### src/rtl/vga_timing_pkg.sv
// Shared raster timing types, standard mode presets and helpers for vga_timing_gen.
package vga_timing_pkg;

  typedef struct packed {
    int unsigned active;
    int unsigned front;
    int unsigned sync;
    int unsigned back;
  } axis_timing_t;

  typedef struct packed {
    axis_timing_t h;
    axis_timing_t v;
  } vga_timing_t;

  localparam vga_timing_t VGA_640x480 = '{
    h: '{active: 640, front: 16, sync: 96,  back: 48},
    v: '{active: 480, front: 10, sync: 2,   back: 33}
  };

  localparam vga_timing_t SVGA_800x600 = '{
    h: '{active: 800, front: 40, sync: 128, back: 88},
    v: '{active: 600, front: 1,  sync: 4,   back: 23}
  };

  function automatic int unsigned total(input axis_timing_t t);
    return t.active + t.front + t.sync + t.back;
  endfunction

endpackage

### src/rtl/vga_timing_gen_axis.sv
// One raster axis: wrapping position counter with look-ahead active/sync decode.
module vga_axis_counter
  import vga_timing_pkg::*;
#(
  parameter axis_timing_t T       = VGA_640x480.h,
  parameter bit           POL     = 1'b0,
  parameter int unsigned  CW      = 11,
  parameter int unsigned  RST_VAL = 0
) (
  input  logic          clk,
  input  logic          reset_n,
  input  logic          adv,
  output logic [CW-1:0] cnt,
  output logic [CW-1:0] cnt_next_c,
  output logic          last_c,
  output logic          active_next_c,
  output logic          sync_next_c
);

  localparam int unsigned TOTAL   = total(T);
  localparam int unsigned SYNC_LO = T.active + T.front;
  localparam int unsigned SYNC_HI = SYNC_LO + T.sync;

  logic [31:0] nxt_w;

  // Decodes use the post-edge position so registered consumers line up with cnt
  always_comb begin
    last_c     = (cnt == CW'(TOTAL - 1));
    cnt_next_c = cnt;
    if (adv) cnt_next_c = last_c ? '0 : cnt + CW'(1);
    nxt_w         = 32'(cnt_next_c);
    active_next_c = (nxt_w < T.active);
    sync_next_c   = ((nxt_w >= SYNC_LO) && (nxt_w < SYNC_HI)) ? POL : ~POL;
  end

  always_ff @(posedge clk or negedge reset_n) begin
    if (!reset_n) cnt <= CW'(RST_VAL);
    else          cnt <= cnt_next_c;
  end

endmodule

### src/rtl/vga_timing_gen.sv
// Parametrised raster timing generator with pixel-clock divider and enable/hold.
// Optional fetch-ahead position outputs when VGA_TIMING_PREFETCH_EN is defined.
module vga_timing_gen
  import vga_timing_pkg::*;
#(
  parameter int unsigned H_ACTIVE = VGA_640x480.h.active,
  parameter int unsigned H_FRONT  = VGA_640x480.h.front,
  parameter int unsigned H_SYNC   = VGA_640x480.h.sync,
  parameter int unsigned H_BACK   = VGA_640x480.h.back,
  parameter int unsigned V_ACTIVE = VGA_640x480.v.active,
  parameter int unsigned V_FRONT  = VGA_640x480.v.front,
  parameter int unsigned V_SYNC   = VGA_640x480.v.sync,
  parameter int unsigned V_BACK   = VGA_640x480.v.back,
  parameter int unsigned CLK_DIV  = 2,
  parameter bit          HS_POL   = 1'b0,
  parameter bit          VS_POL   = 1'b0,
  parameter int unsigned CW       = 11
`ifdef VGA_TIMING_PREFETCH_EN
  , parameter int unsigned PREFETCH = 4
`endif
) (
  input  logic          clk,
  input  logic          reset_n,
  input  logic          enable,
  output logic          pixel_tick,
  output logic [CW-1:0] pixel_x,
  output logic [CW-1:0] pixel_y,
  output logic          video_on,
  output logic          h_sync,
  output logic          v_sync,
  output logic          line_start,
  output logic          frame_start
`ifdef VGA_TIMING_PREFETCH_EN
  , output logic [CW-1:0] fetch_x,
  output logic [CW-1:0] fetch_y,
  output logic          fetch_valid
`endif
);

  localparam axis_timing_t H_CFG = '{active: H_ACTIVE, front: H_FRONT, sync: H_SYNC, back: H_BACK};
  localparam axis_timing_t V_CFG = '{active: V_ACTIVE, front: V_FRONT, sync: V_SYNC, back: V_BACK};
  localparam int unsigned H_TOTAL = total(H_CFG);
  localparam int unsigned V_TOTAL = total(V_CFG);
  localparam int unsigned DW      = (CLK_DIV > 1) ? $clog2(CLK_DIV) : 1;

  if ((64'(H_TOTAL) > (64'(1) << CW)) || (64'(V_TOTAL) > (64'(1) << CW))) begin : g_cw_err
    $error("vga_timing_gen: CW too narrow for H_TOTAL/V_TOTAL");
  end
  if (CLK_DIV < 1) begin : g_div_err
    $error("vga_timing_gen: CLK_DIV must be >= 1");
  end

  logic [DW-1:0] div_q, div_nxt;
  logic          tick_q, tick_nxt;
  logic          adv_c, v_adv_c;
  logic          line_q, frame_q;
  logic          h_last_c, v_last_unused;
  logic [CW-1:0] x_nxt, y_nxt;
  logic          h_act_nxt, v_act_nxt, h_sync_nxt, v_sync_nxt;

  // Strobes and tick are qualified by enable so a hold never shows a stale pulse
  assign adv_c       = tick_q & enable;
  assign v_adv_c     = adv_c & h_last_c;
  assign pixel_tick  = adv_c;
  assign line_start  = line_q & enable;
  assign frame_start = frame_q & enable;

  always_comb begin
    div_nxt  = div_q;
    tick_nxt = tick_q;
    if (enable) begin
      div_nxt  = (div_q == DW'(CLK_DIV - 1)) ? '0 : div_q + DW'(1);
      tick_nxt = (div_nxt == DW'(CLK_DIV - 1));
    end
  end

  vga_axis_counter #(.T(H_CFG), .POL(HS_POL), .CW(CW), .RST_VAL(H_TOTAL - 1)) u_h (
    .clk(clk), .reset_n(reset_n), .adv(adv_c),
    .cnt(pixel_x), .cnt_next_c(x_nxt), .last_c(h_last_c),
    .active_next_c(h_act_nxt), .sync_next_c(h_sync_nxt)
  );

  vga_axis_counter #(.T(V_CFG), .POL(VS_POL), .CW(CW), .RST_VAL(V_TOTAL - 1)) u_v (
    .clk(clk), .reset_n(reset_n), .adv(v_adv_c),
    .cnt(pixel_y), .cnt_next_c(y_nxt), .last_c(v_last_unused),
    .active_next_c(v_act_nxt), .sync_next_c(v_sync_nxt)
  );

  always_ff @(posedge clk or negedge reset_n) begin
    if (!reset_n) begin
      div_q    <= '0;
      tick_q   <= 1'b0;
      video_on <= 1'b0;
      h_sync   <= ~HS_POL;
      v_sync   <= ~VS_POL;
      line_q   <= 1'b0;
      frame_q  <= 1'b0;
    end else begin
      div_q    <= div_nxt;
      tick_q   <= tick_nxt;
      video_on <= h_act_nxt & v_act_nxt;
      h_sync   <= h_sync_nxt;
      v_sync   <= v_sync_nxt;
      line_q   <= tick_nxt & (x_nxt == '0);
      frame_q  <= tick_nxt & (x_nxt == '0) & (y_nxt == '0);
    end
  end

`ifdef VGA_TIMING_PREFETCH_EN
  // Fetch position starts PREFETCH ticks ahead of the reset position and advances in lockstep
  localparam int unsigned F_LIN = H_TOTAL - 1 + PREFETCH;
  localparam int unsigned FX0   = F_LIN % H_TOTAL;
  localparam int unsigned FY0   = (V_TOTAL - 1 + F_LIN / H_TOTAL) % V_TOTAL;
  localparam bit          FV0   = (FX0 < H_ACTIVE) && (FY0 < V_ACTIVE);

  if ((PREFETCH < 1) || (PREFETCH > H_TOTAL - 1)) begin : g_pf_err
    $error("vga_timing_gen: PREFETCH out of range");
  end

  logic          fx_last_c, fy_last_unused;
  logic          fx_act_nxt, fy_act_nxt, fx_sync_unused, fy_sync_unused;
  logic [CW-1:0] fx_nxt_unused, fy_nxt_unused;

  vga_axis_counter #(.T(H_CFG), .POL(HS_POL), .CW(CW), .RST_VAL(FX0)) u_fx (
    .clk(clk), .reset_n(reset_n), .adv(adv_c),
    .cnt(fetch_x), .cnt_next_c(fx_nxt_unused), .last_c(fx_last_c),
    .active_next_c(fx_act_nxt), .sync_next_c(fx_sync_unused)
  );

  vga_axis_counter #(.T(V_CFG), .POL(VS_POL), .CW(CW), .RST_VAL(FY0)) u_fy (
    .clk(clk), .reset_n(reset_n), .adv(adv_c & fx_last_c),
    .cnt(fetch_y), .cnt_next_c(fy_nxt_unused), .last_c(fy_last_unused),
    .active_next_c(fy_act_nxt), .sync_next_c(fy_sync_unused)
  );

  always_ff @(posedge clk or negedge reset_n) begin
    if (!reset_n) fetch_valid <= FV0;
    else          fetch_valid <= fx_act_nxt & fy_act_nxt;
  end
`endif

endmodule
### config.mk
export PLATFORM = sky130hd
export DESIGN_NAME = vga_timing_gen
export DESIGN_NICKNAME = d
export VERILOG_FILES = /design/src/rtl/vga_timing_pkg.sv /design/src/rtl/vga_timing_gen_axis.sv /design/src/rtl/vga_timing_gen.sv
export SDC_FILE = /design/constraint.sdc
export NUM_CORES = 1
export LEC_CHECK = 0
export ABC_AREA = 1
export CAP_MARGIN = 15
export CORE_MARGIN = 2
export CORE_UTILIZATION = 30
export CTS_CLUSTER_DIAMETER = 150
export DETAILED_ROUTE_END_ITERATION = 16
export SLEW_MARGIN = 40
export SYNTH_ARGS = -nofsm -noshare
export SYNTH_HDL_FRONTEND = slang
export SYNTH_SLANG_ARGS = --single-unit
### constraint.sdc
create_clock -name clk -period 4.13 [get_ports clk]
set_clock_uncertainty 0.1 [all_clocks]
set_input_delay 0.826 -clock clk [delete_from_list [all_inputs] [get_ports clk]]
set_output_delay 0.826 -clock clk [all_outputs]
set_load 0.02 [all_outputs]
### Word-level counts from Yosys, hierarchy flattened

Index checks and enable logic that the tools add are counted.

* flip-flop bits (word level): 29
* bits of input ports: 3
* output and inout port bits: 28
* logic and storage cells: 39

* $add $sub $neg: 3
* order comparisons: 6
* equal/unequal tests: 2
* mux-type cells: 8
* bitwise gates (word level): 7
* reductions and logical operators: 4

Operator list (number)
* two-way mux 11 bit: 4
* adder 11 x 1 -> 11 bit (second input constant): 2
* == test 11 x 10 -> 1 bit (second input constant): 2
* logical NOT 11 bit: 2
* less-than comparator 11 x 10 -> 1 bit (second input constant): 2
* less-than comparator 11 x 9 -> 1 bit (second input constant): 2
* greater-or-equal comparator 11 x 10 -> 1 bit (second input constant): 1
* greater-or-equal comparator 11 x 9 -> 1 bit (second input constant): 1
* bitwise AND 1 bit: 7
* two-way mux 1 bit: 4
* logical AND 1 bit: 2
* adder 1 bit (second input constant): 1

### Logic depth before layout (Yosys ltp)

Gate-level depths: netlist (run 1).

* depth after elaboration: 6
* depth in mapped cells: 12
* depth with buffers taken out: 12

### Modules after synthesis

A second synthesis (run 1) with hierarchy kept.

* cell total of the unflattened synthesis: 266
* area total of the unflattened synthesis: 1919.3 um^2

By module, submodules not included
* vga_axis_counter (u_h): instances 1, cells each 108, area an instance 809.5 um^2
* vga_axis_counter (u_v): instances 1, cells each 111, area an instance 770.7 um^2
* vga_timing_gen: instances 1, cells each 47, area an instance 339.1 um^2

### Worst setup path before layout (run 1)

Ideal clock, no wire load.

* path type: input to output
* start: input enable
* end: output pixel_tick
* arrival: 1039 ps
* required time: 3204 ps
* setup slack: 2165 ps
* stages on the path: 2
* buffers on the path: 0
* cells stage by stage: nand2_4 > inv_2

* longest elaborated chain between the ends: 1

RTL lines
* start, declared: RTL line vga_timing_gen.sv:24 `input logic enable,`
* bitwise AND 1 bit: RTL line vga_timing_gen.sv:62 `assign adv_c = tick_q & enable;`
* end, declared: RTL line vga_timing_gen.sv:25 `output logic pixel_tick,`

No other way between the ends.

### Final worst setup path (run 1)

Ends and elaborated chain as after synthesis.

==> results of run 1 <==
cell families after synthesis:
kind of cell	share of synthesized area, %
buffers and inverters	12.6
and+or+nand+nor	41.2
xor gates and xnor gates	0.461
DFF	38.9
adders and majority gates	1.97
AOI/OAI and AO/OA	4.80
flip-flops by register name, indices dropped and copies added, names as in the netlist:
signal	cells
u_v.cnt	11
tick_q	1
h_sync	1
u_h.cnt	11
div_q	1
v_sync	1
video_on	1
frame_q	1
line_q	1
power groups by stage:
stage | combinational, mW | sequential [mW] | clock [mW]
floorplan | 0.192 | 0.462 | 0
global placement | 0.377 | 0.425 | 0
detailed placement | 0.380 | 0.423 | 0
CTS | 0.383 | 0.418 | 0.248
global route | 0.427 | 0.430 | 0.260
finish | 0.379 | 0.417 | 0.237
stage by stage:
stage                     util, %  instances  instance area [sq um]
after global routing         38.4        403                   2400
final                        38.4        403                   2400
after CTS                    38.4        403                   2400
after detailed placement     37.0        395                   2310
after floorplan                 -        286                   1900
after global placement       37.1        395                   2310
worst paths after layout:
kind / from / endpoint
worst max register to register: u_h.cnt[0] / frame_q
min in group asynchronous: reset_n / u_v.cnt[5]
worst min register to register: div_q / div_q
worst min-delay path: div_q / div_q
max in group asynchronous: reset_n / u_h.cnt[2]
worst max-delay path: enable / pixel_tick
area by class of cell:
class,instances,area share (%)
clock buffers,8,3.76
flip-flops and latches,29,30.9
repair buffers,32,12.9
well taps,77,4.02
inverters,64,10.0
multi-input cells,193,38.4
layout by cell type (no fill, tap or decap), types with 2 or more instances in the layout:
master	netlist	final
dfstp_2	12	12
nor2_2	2	2
nand4_1	5	5
o21ai_0	11	11
nand3_1	25	25
nand2_2	2	2
nand2_1	79	79
clkbuf_1	0	2
clkdlybuf4s50_1	0	29
o21ai_1	3	3
ha_1	3	3
nor2_1	44	44
nor3_1	5	5
dfrtp_1	17	17
nand3b_1	2	2
inv_1	62	62
clkbuf_8	0	6
buf_4	0	2
metal layers:
layer / GRT usage (%) / part of all wire [%] / vias to the layer above / wire [microns]
met3: 3.36 / 3.6 / 6 / 165
li1: - / - / 945 / -
met4: 6.16 / 1.7 / 0 / 78
met2: 23.5 / 47 / 38 / 2140
met5: 0 / 0 / - / 0
met1: 18.8 / 48 / 857 / 2180
critical path, stage by stage:
cell and delay, ns:
clkdlybuf4s50_1 0.61, nand2_4 0.14, inv_2 0.12, clkdlybuf4s50_1 0.61
==> key figures, run 1 <==
Logic synthesis
  • Cells after Synth: 286
  • EDFF count, synth: 0
  • Syn Nets: a little under 300
  • Leading cell types by count after synthesis: nand2_1, inv_1, nor2_1
  • Synth cell types: 28
  • Post-Syn Area: roughly 0.0019 sq mm
  • Yosys reg bits: 29
  • Sequential area share after synthesis: 38.9%
  • Syn avg cell area: 6.65 sq um
  • Synth warn: 0
  • Asr flop ratio synth: 100%
  • Post-synth top area cell: dfrtp_1
  • Largest cells by area after synthesis: dfrtp_1, dfstp_2, nand2_1
  • Top-count cell post-synth: nand2_1
  • Post-synth top area share: between 20% and 30%
  • Ys flop type: dfrtp_1

Global route
  • GRT Residual Overflow: 0
  • Initial antenna violation count: 0
  • First-pass GRT wire length: between 8000 and 9000 microns
  • Largest net degree at the start of global routing: 25
  • Number of global-route vias before repair: 1810
  • GRT Total Usage: 14.6%

Finish
  • Fillers: roughly 660
  • Area Growth Syn to Fin: 26.1%
  • Storage cell area: between 700 and 800 sq um
  • Fin nets: 331
  • Layout cell share with drive strength beyond 1: between 10% and 20%
  • Multi-input logic area: roughly 920 sq um
  • Antenna Cells: 0

Critical path
  • Reg2reg path depth: 11
  • CP Data Arrival Time: about 2.3 ns
  • Critical Path RT: about 3.2 ns
  • CP max FO: 7
  • CP endpoint kind: output pin
  • Crit path launch type: primary input
  • Flop2flop setup slack: approximately 2.0 ns
  • Kind of critical path: in -> out

CTS
  • CTS tree: built
  • Num CTS Buffers: 5
  • Resized Gates After CTS: 0
  • CTS root buf: clkbuf_8
  • Max Buffers Root-to-Sink: 2
  • Clock transition at path regs: about 0.060 ns
  • CTS Hold Bufs: 0
  • H-tree depth: 2
  • Clk_lat worst skew: approximately 0.28 ns
  • CTS Sinks: 29
  • Setup Fix Bufs, Post-CTS: 0

Timing
  • Setup TNS: 0 ns
  • Least-Margin Pin Slew: about 0.53 ns
  • Post-layout minimum cycle time: between 3 and 4 ns
  • Fin crit share: approximately 80%
  • Count of final hold-check violations: 0
  • Final worst slack: between 0.8 and 0.9 ns
  • WHS: ~0.37 ns
  • Final Max Tran Viols: 0
  • Slew Limit Headroom: between 60 and 70%
  • Final setup viols: 0
  • RSZ-0062 raised after global routing: no
  • Fmax achieved: about 300 MHz

Die
  • Core Rows: 29
  • Chip Height: 83.6 microns
  • Die area: roughly 0.007 sq mm
  • Io pins: 31
  • Core Box Area: about 0.0062 sq mm
  • Starting density of the core: roughly 30%
  • Die width: 83.6 microns

Outcome
  • Outcome: finished clean

Power and ir drop
  • LEAKAGE: between 1 and 1.5 nW
  • Sw Ratio: between 30% and 40%
  • Power Density: between 400 and 500 mW/mm^2
  • Clock network power share: 23.0%
  • Int Power: ~0.63 mW
  • Seq pwr share: between 40% and 50%
  • Max IR drop VDD: between 0.3 and 0.4 mV
  • Combinational share of power: 36.7%
  • Total power draw: roughly 1.0 mW
  • NetSw: around 0.4 mW

Worst hold path
  • Hold crit path type: reg -> reg
  • Hold depth: 1

Job
  • Max cap viols: 0

Routing
  • DRT Wirelength: 4570 microns
  • Drt initial violations: 70
  • Vias: 1846
  • Post-DR vias/cell: roughly 4.6
  • WL/cell: 11.3 microns
  • Initial DRT Pass Iterations: 5
  • Remaining antenna violation count after routing: 0
  • Detailed-route DRC error count: 0

Placed design
  • Post-DP HPWL: about 3600 microns
  • RePlAce Congestion: about 0.86
  • IO Port Bufs: 30
  • Dpl ws: 0.875 ns
Note: power is estimated with default switching activity, not from simulation.
==> inputs of run 2 (changes only) <==
Clock period 4.13 ns to 3.3 ns, I/O delays scaled along.
==> run 2 against run 1 <==
Core utilization down 0.10 points. Final cell count down 0.25%. Largest cell class unchanged. Non-clock buffer count down 1. Count of clock-buffer cells in the layout down 3. Design area down 0.26%. Largest power group unchanged. Highest routed layer unchanged. Combinational power up 25%.
==> key figures, run 2 (synthesis results as in run 1) <==
Routing
  • Detailed-route DRC error count: 0
  • DRT Wirelength: 4530 microns
  • Drt initial violations: a little under 90
  • WL/cell: ~11 microns
  • Initial DRT Pass Iterations: 4
  • Post-DR vias/cell: around 4.5
  • Vias: ~1800
  • Remaining antenna violation count after routing: 0

CTS
  • H-tree depth: 2
  • Setup Fix Bufs, Post-CTS: 0
  • CTS Sinks: 29
  • Max Buffers Root-to-Sink: 2
  • Clock transition at path regs: ~0.060 ns
  • Num CTS Buffers: 5
  • Resized Gates After CTS: 0
  • CTS Hold Bufs: 0
  • Clk_lat worst skew: between 0.2 and 0.3 ns
  • CTS root buf: clkbuf_8
  • CTS tree: built

Finish
  • Area Growth Syn to Fin: 25.8%
  • Most common cell after layout, fill and taps aside: nand2_1
  • Layout cell share with drive strength beyond 1: around a tenth
  • Fillers: about 660
  • Antenna Cells: 0
  • Commonest non-fill, non-tap cells in the layout: nand2_1, inv_1, nor2_1
  • Regs by FF count: u_h.cnt x11, u_v.cnt x11
  • Fin nets: 330

Critical path
  • Reg-to-Reg Start: u_h.cnt[0]
  • Critical Path RT: roughly 2.5 ns
  • CP endpoint kind: output pin
  • Reg2reg path depth: 12
  • Crit path launch type: primary input
  • Flop2flop setup slack: 1.17 ns
  • Kind of critical path: in -> out
  • CP Data Arrival Time: 2.15 ns
  • CP max FO: 7
  • R2r endpoint: video_on

Timing
  • Setup TNS: 0 ns
  • Final Max Tran Viols: 0
  • Post-layout minimum cycle time: roughly 2.9 ns
  • Slew Limit Headroom: between 70% and 80%
  • Fmax achieved: 343 MHz
  • Fin crit share: between 80% and 90%
  • Least-Margin Pin Slew: 0.361 ns
  • Final setup viols: 0
  • Count of final hold-check violations: 0
  • RSZ-0062 raised after global routing: no

Global route
  • Largest net degree at the start of global routing: 30
  • First-pass GRT wire length: slightly below 8000 microns
  • GRT Residual Overflow: 0
  • Number of global-route vias before repair: approximately 1800
  • Initial antenna violation count: 0
  • GRT Total Usage: roughly 14%

Die
  • Die width: 83.6 microns
  • Chip Height: 83.6 microns
  • Starting density of the core: between 30% and 40%
  • Core Rows: 29
  • Die area: around 0.007 sq mm
  • Core Box Area: around 0.0062 sq mm
  • Io pins: 31

Worst hold path
  • Worst hold endpoint: div_q
  • Hold depth: 1
  • Hold path start: div_q
  • Hold crit path type: reg -> reg

Placed design
  • IO Port Bufs: 30
  • Post-DP HPWL: about 3500 microns
  • RePlAce Congestion: about 0.85

Job
  • Max cap viols: 0

Power and ir drop
  • Total power draw: 1.28 mW
  • Power Density: approximately 540 mW/mm^2
  • LEAKAGE: between 1 and 1.5 nW
  • Max IR drop VDD: 0.272 mV

Outcome
  • Outcome: finished clean
[run 2: final cells by class]
cell class / instances / area (sq um) / area share (%)
clock buffer: 5 / 68.8 / 2.88
multi-input combinational: 193 / 921 / 38.5
sequential: 29 / 741 / 31.0
clock inverter: 3 / 17.5 / 0.732
timing repair buffer: 31 / 308 / 12.9
tap: 77 / 96.3 / 4.03
inverter: 64 / 240 / 10.0
[run 2: worst max path at each step]
stage          startpoint         end  slack [ns]  depth (start not counted)
2_1_floorplan  u_h.cnt[0]    video_on        1.40                         12
3_3_place_gp       enable  pixel_tick        0.39                          4
3_5_place_dp       enable  pixel_tick        0.37                          4
4_1_cts            enable  pixel_tick        0.37                          4
5_1_grt            enable  pixel_tick        0.30                          4
6_report           enable  pixel_tick        0.39                          4
[run 2: critical path: stages]
cell             delay, ns
clkdlybuf4s50_1       0.62
nand2_4               0.14
inv_2                 0.12
clkdlybuf4s50_1       0.61
[run 2: per-stage QoR]
stage	instance area, sq um	setup WS (ns)	std cells	util, %	hold slack, ns
2_1_floorplan	1900	1.40	286	-	0.264
6_report	2390	0.386	402	38.3	0.369
3_3_place_gp	2310	0.385	394	36.9	0.355
4_1_cts	2390	0.367	402	38.3	0.372
3_5_place_dp	2310	0.368	394	36.9	0.359
5_1_grt	2390	0.298	402	38.3	0.395
[run 2: power by group]
part / internal, mW / switching [mW] / total (mW)
logic: 0.179 / 0.295 / 0.474
registers: 0.446 / 0.0790 / 0.525
clock network: 0.145 / 0.138 / 0.283
total: 0.769 / 0.512 / 1.28
[run 2: layer usage]
layer | share of wire [%] | up-vias | wire length, microns | track usage [%]
met2 | 46 | 44 | 2070 | 21.5
met4 | 1.3 | 0 | 60 | 5.13
met1 | 48 | 837 | 2170 | 17.4
li1 | - | 942 | - | -
met3 | 5.2 | 6 | 235 | 3.86
met5 | 0 | - | 0 | 0
==> inputs of run 3 (changes only) <==
--- a/config.mk
+++ b/config.mk
@@ -12,4 +12,5 @@
 export CTS_CLUSTER_DIAMETER = 150
 export DETAILED_ROUTE_END_ITERATION = 16
+export RECOVER_POWER = 100
 export SLEW_MARGIN = 40
 export SYNTH_ARGS = -nofsm -noshare
==> constraint.sdc (replaced) <==
create_clock -name clk -period 3.3 [get_ports clk]
set_clock_uncertainty 0.1 [all_clocks]
set_input_delay 0.66 -clock clk [delete_from_list [all_inputs] [get_ports clk]]
set_output_delay 0.66 -clock clk [all_outputs]
set_load 0.1 [all_outputs]
==> run 3 against run 2 <==
Critical endpoint is now video_on. Global-route usage grew 0.74 points. Design area decreased by 6.4%. Total power grew 28%. The flow now finishes with violations (max-capacitance violations, max-slew violations). Worst setup slack better by 0.13 ns. Core utilization decreased by 2.5 points.
==> key figures, run 3 (synthesis results as in run 1) <==
Outcome
  • Outcome: finished, violations left
  • Violated checks: max-capacitance violations, max-slew violations

Routing
  • Drt initial violations: slightly below 100
  • DRT Wirelength: 4620 microns
  • Vias: roughly 1800
  • Detailed-route DRC error count: 0
  • Post-DR vias/cell: between 4 and 5
  • Initial DRT Pass Iterations: 4
  • Remaining antenna violation count after routing: 0
  • WL/cell: ~12 microns

Die
  • Die area: 0.00699 sq mm
  • Core Rows: 29
  • Starting density of the core: between 30% and 40%
  • Io pins: 31
  • Chip Height: between 80 and 90 microns
  • Core Box Area: about 0.0062 sq mm
  • Die width: approximately 84 microns

Critical path
  • Crit path max-delay family: simple AND/OR/NAND/NOR gates
  • Worst setup path startpoint: enable
  • CP endpoint kind: flop
  • Cell mode on critical path: nand2_1
  • Slowest stage delay, CP: 0.69 ns
  • Critical Path RT: between 3 and 4 ns
  • Crit path launch type: primary input
  • Worst Setup EP: video_on
  • CP bufs+invs: 3
  • Crit-path slowest cell: dlygate4sd3_1
  • Reg-to-Reg Start: u_h.cnt[8]
  • Reg2reg path depth: 11
  • Flop2flop setup slack: roughly 1.1 ns
  • Crit-path cells: dlygate4sd3_1 -> nand2_4 -> nor2_1 -> nand3_1 -> clkinv_1 -> nand2_1 -> nand2_1 -> nand2_1 -> inv_1 -> nand2_1 -> o21ai_0 -> nor2_1
  • WP depth: 12
  • CP max FO: 7
  • R2r endpoint: video_on
  • CP Data Arrival Time: approximately 2.9 ns
  • Kind of critical path: in -> reg

CTS
  • CTS Sinks: 29
  • Num CTS Buffers: 5
  • CTS tree: built
  • CTS root buf: clkbuf_8
  • CTS Hold Bufs: 0
  • Resized Gates After CTS: 0
  • Clk_lat worst skew: about 0.28 ns
  • Setup Fix Bufs, Post-CTS: 0
  • Clock transition at path regs: 0.06 ns
  • Max Buffers Root-to-Sink: 2
  • H-tree depth: 2

Global route
  • Number of global-route vias before repair: roughly 1800
  • GRT Residual Overflow: 0
  • First-pass GRT wire length: 8090 microns
  • Largest net degree at the start of global routing: 30
  • Initial antenna violation count: 0
  • GRT Total Usage: about 14%

Job
  • Max cap viols: 1

Timing
  • Fin crit share: a little over four fifths
  • Post-layout minimum cycle time: ~2.8 ns
  • Count of final hold-check violations: 0
  • Final setup viols: 0
  • Slew Limit Headroom: -5.01%
  • Fmax achieved: between 300 and 400 MHz
  • Least-Margin Pin Slew: roughly 1.6 ns
  • Final Max Tran Viols: 30
  • Setup TNS: 0 ns
  • Final worst slack: roughly 0.52 ns
  • WHS: around 0.37 ns
  • RSZ-0062 raised after global routing: no

Power and ir drop
  • Combinational share of power: between 40% and 50%
  • NetSw: roughly 0.83 mW
  • Sw Ratio: between 50% and 60%
  • Seq pwr share: 31.7%
  • Clock network power share: 23.3%
  • Max IR drop VDD: a little under 0.6 mV
  • Int Power: roughly 0.8 mW
  • Power Density: 731 mW/mm^2
  • LEAKAGE: between 1 and 1.5 nW

Placed design
  • Dpl ws: roughly 0.61 ns
  • RePlAce Congestion: a little over 0.9
  • Post-DP HPWL: roughly 3600 microns
  • IO Port Bufs: 30
  • Cell Area, Placed: between 0.002 and 0.0025 sq mm

Finish
  • Fin nets: 330
  • Final Cell Area: 0.00224 sq mm
  • Most common cell after layout, fill and taps aside: nand2_1
  • Antenna Cells: 0
  • Layout cell share with drive strength beyond 1: between 8 and 9%
  • Commonest non-fill, non-tap cells in the layout: nand2_1, inv_1, nor2_1
  • Area Growth Syn to Fin: 17.7%
  • Regs by FF count: u_h.cnt x11, u_v.cnt x11

Worst hold path
  • Hold crit path type: reg -> reg
## run 3: changes by cell type in the layout (fill, tap and decap cells not counted), sizes merged
cell	before	now
clkdlybuf4s50	30	0
clkinv	3	1
clkinvlp	1	0
clkbuf	5	35
bufinv	0	1
dlygate4sd3	0	2
## run 3: metrics by stage
step | power (mW) | instances | util (%)
5_1_grt | 1.74 | 402 | 35.9
6_report | 1.64 | 402 | 35.9
2_1_floorplan | 1.16 | 286 | -
3_5_place_dp | 1.33 | 394 | 36.4
4_1_cts | 1.72 | 402 | 38.3
3_3_place_gp | 1.33 | 394 | 36.4
## run 3: area by class of cell
class                           count  area [sq um]
Clock buffer                        7          86.3
Clock inverter                      1          30.0
Fill cell                         692          4000
Inverter                           64           240
Multi-Input combinational cell    193           897
Sequential cell                    29           741
Tap cell                           77          96.3
Timing Repair Buffer               31           148
## run 3: how the worst min path moves through the flow
stage | to | startpoint | depth (start not counted)
global route | div_q | div_q | 1
detailed placement | div_q | div_q | 1
floorplan | div_q | reset_n | 0
CTS | div_q | div_q | 1
global placement | div_q | div_q | 1
finish | div_q | div_q | 1
## run 3: routing by layer
layer | track usage [%] | share of wire, % | vias to the layer above
li1 | - | - | 941
met1 | 18.8 | 46 | 836
met2 | 22.5 | 47 | 39
met3 | 3.86 | 5.4 | 9
met4 | 5.13 | 1.7 | 0
met5 | 0 | 0 | -
## run 3: power by group through the flow
stage	Clock [mW]	Combinational (mW)	Sequential, mW
floorplan	0	0.257	0.899
global placement	0	0.798	0.532
detailed placement	0	0.796	0.531
CTS	0.394	0.798	0.525
global route	0.411	0.793	0.531
finish	0.381	0.737	0.519
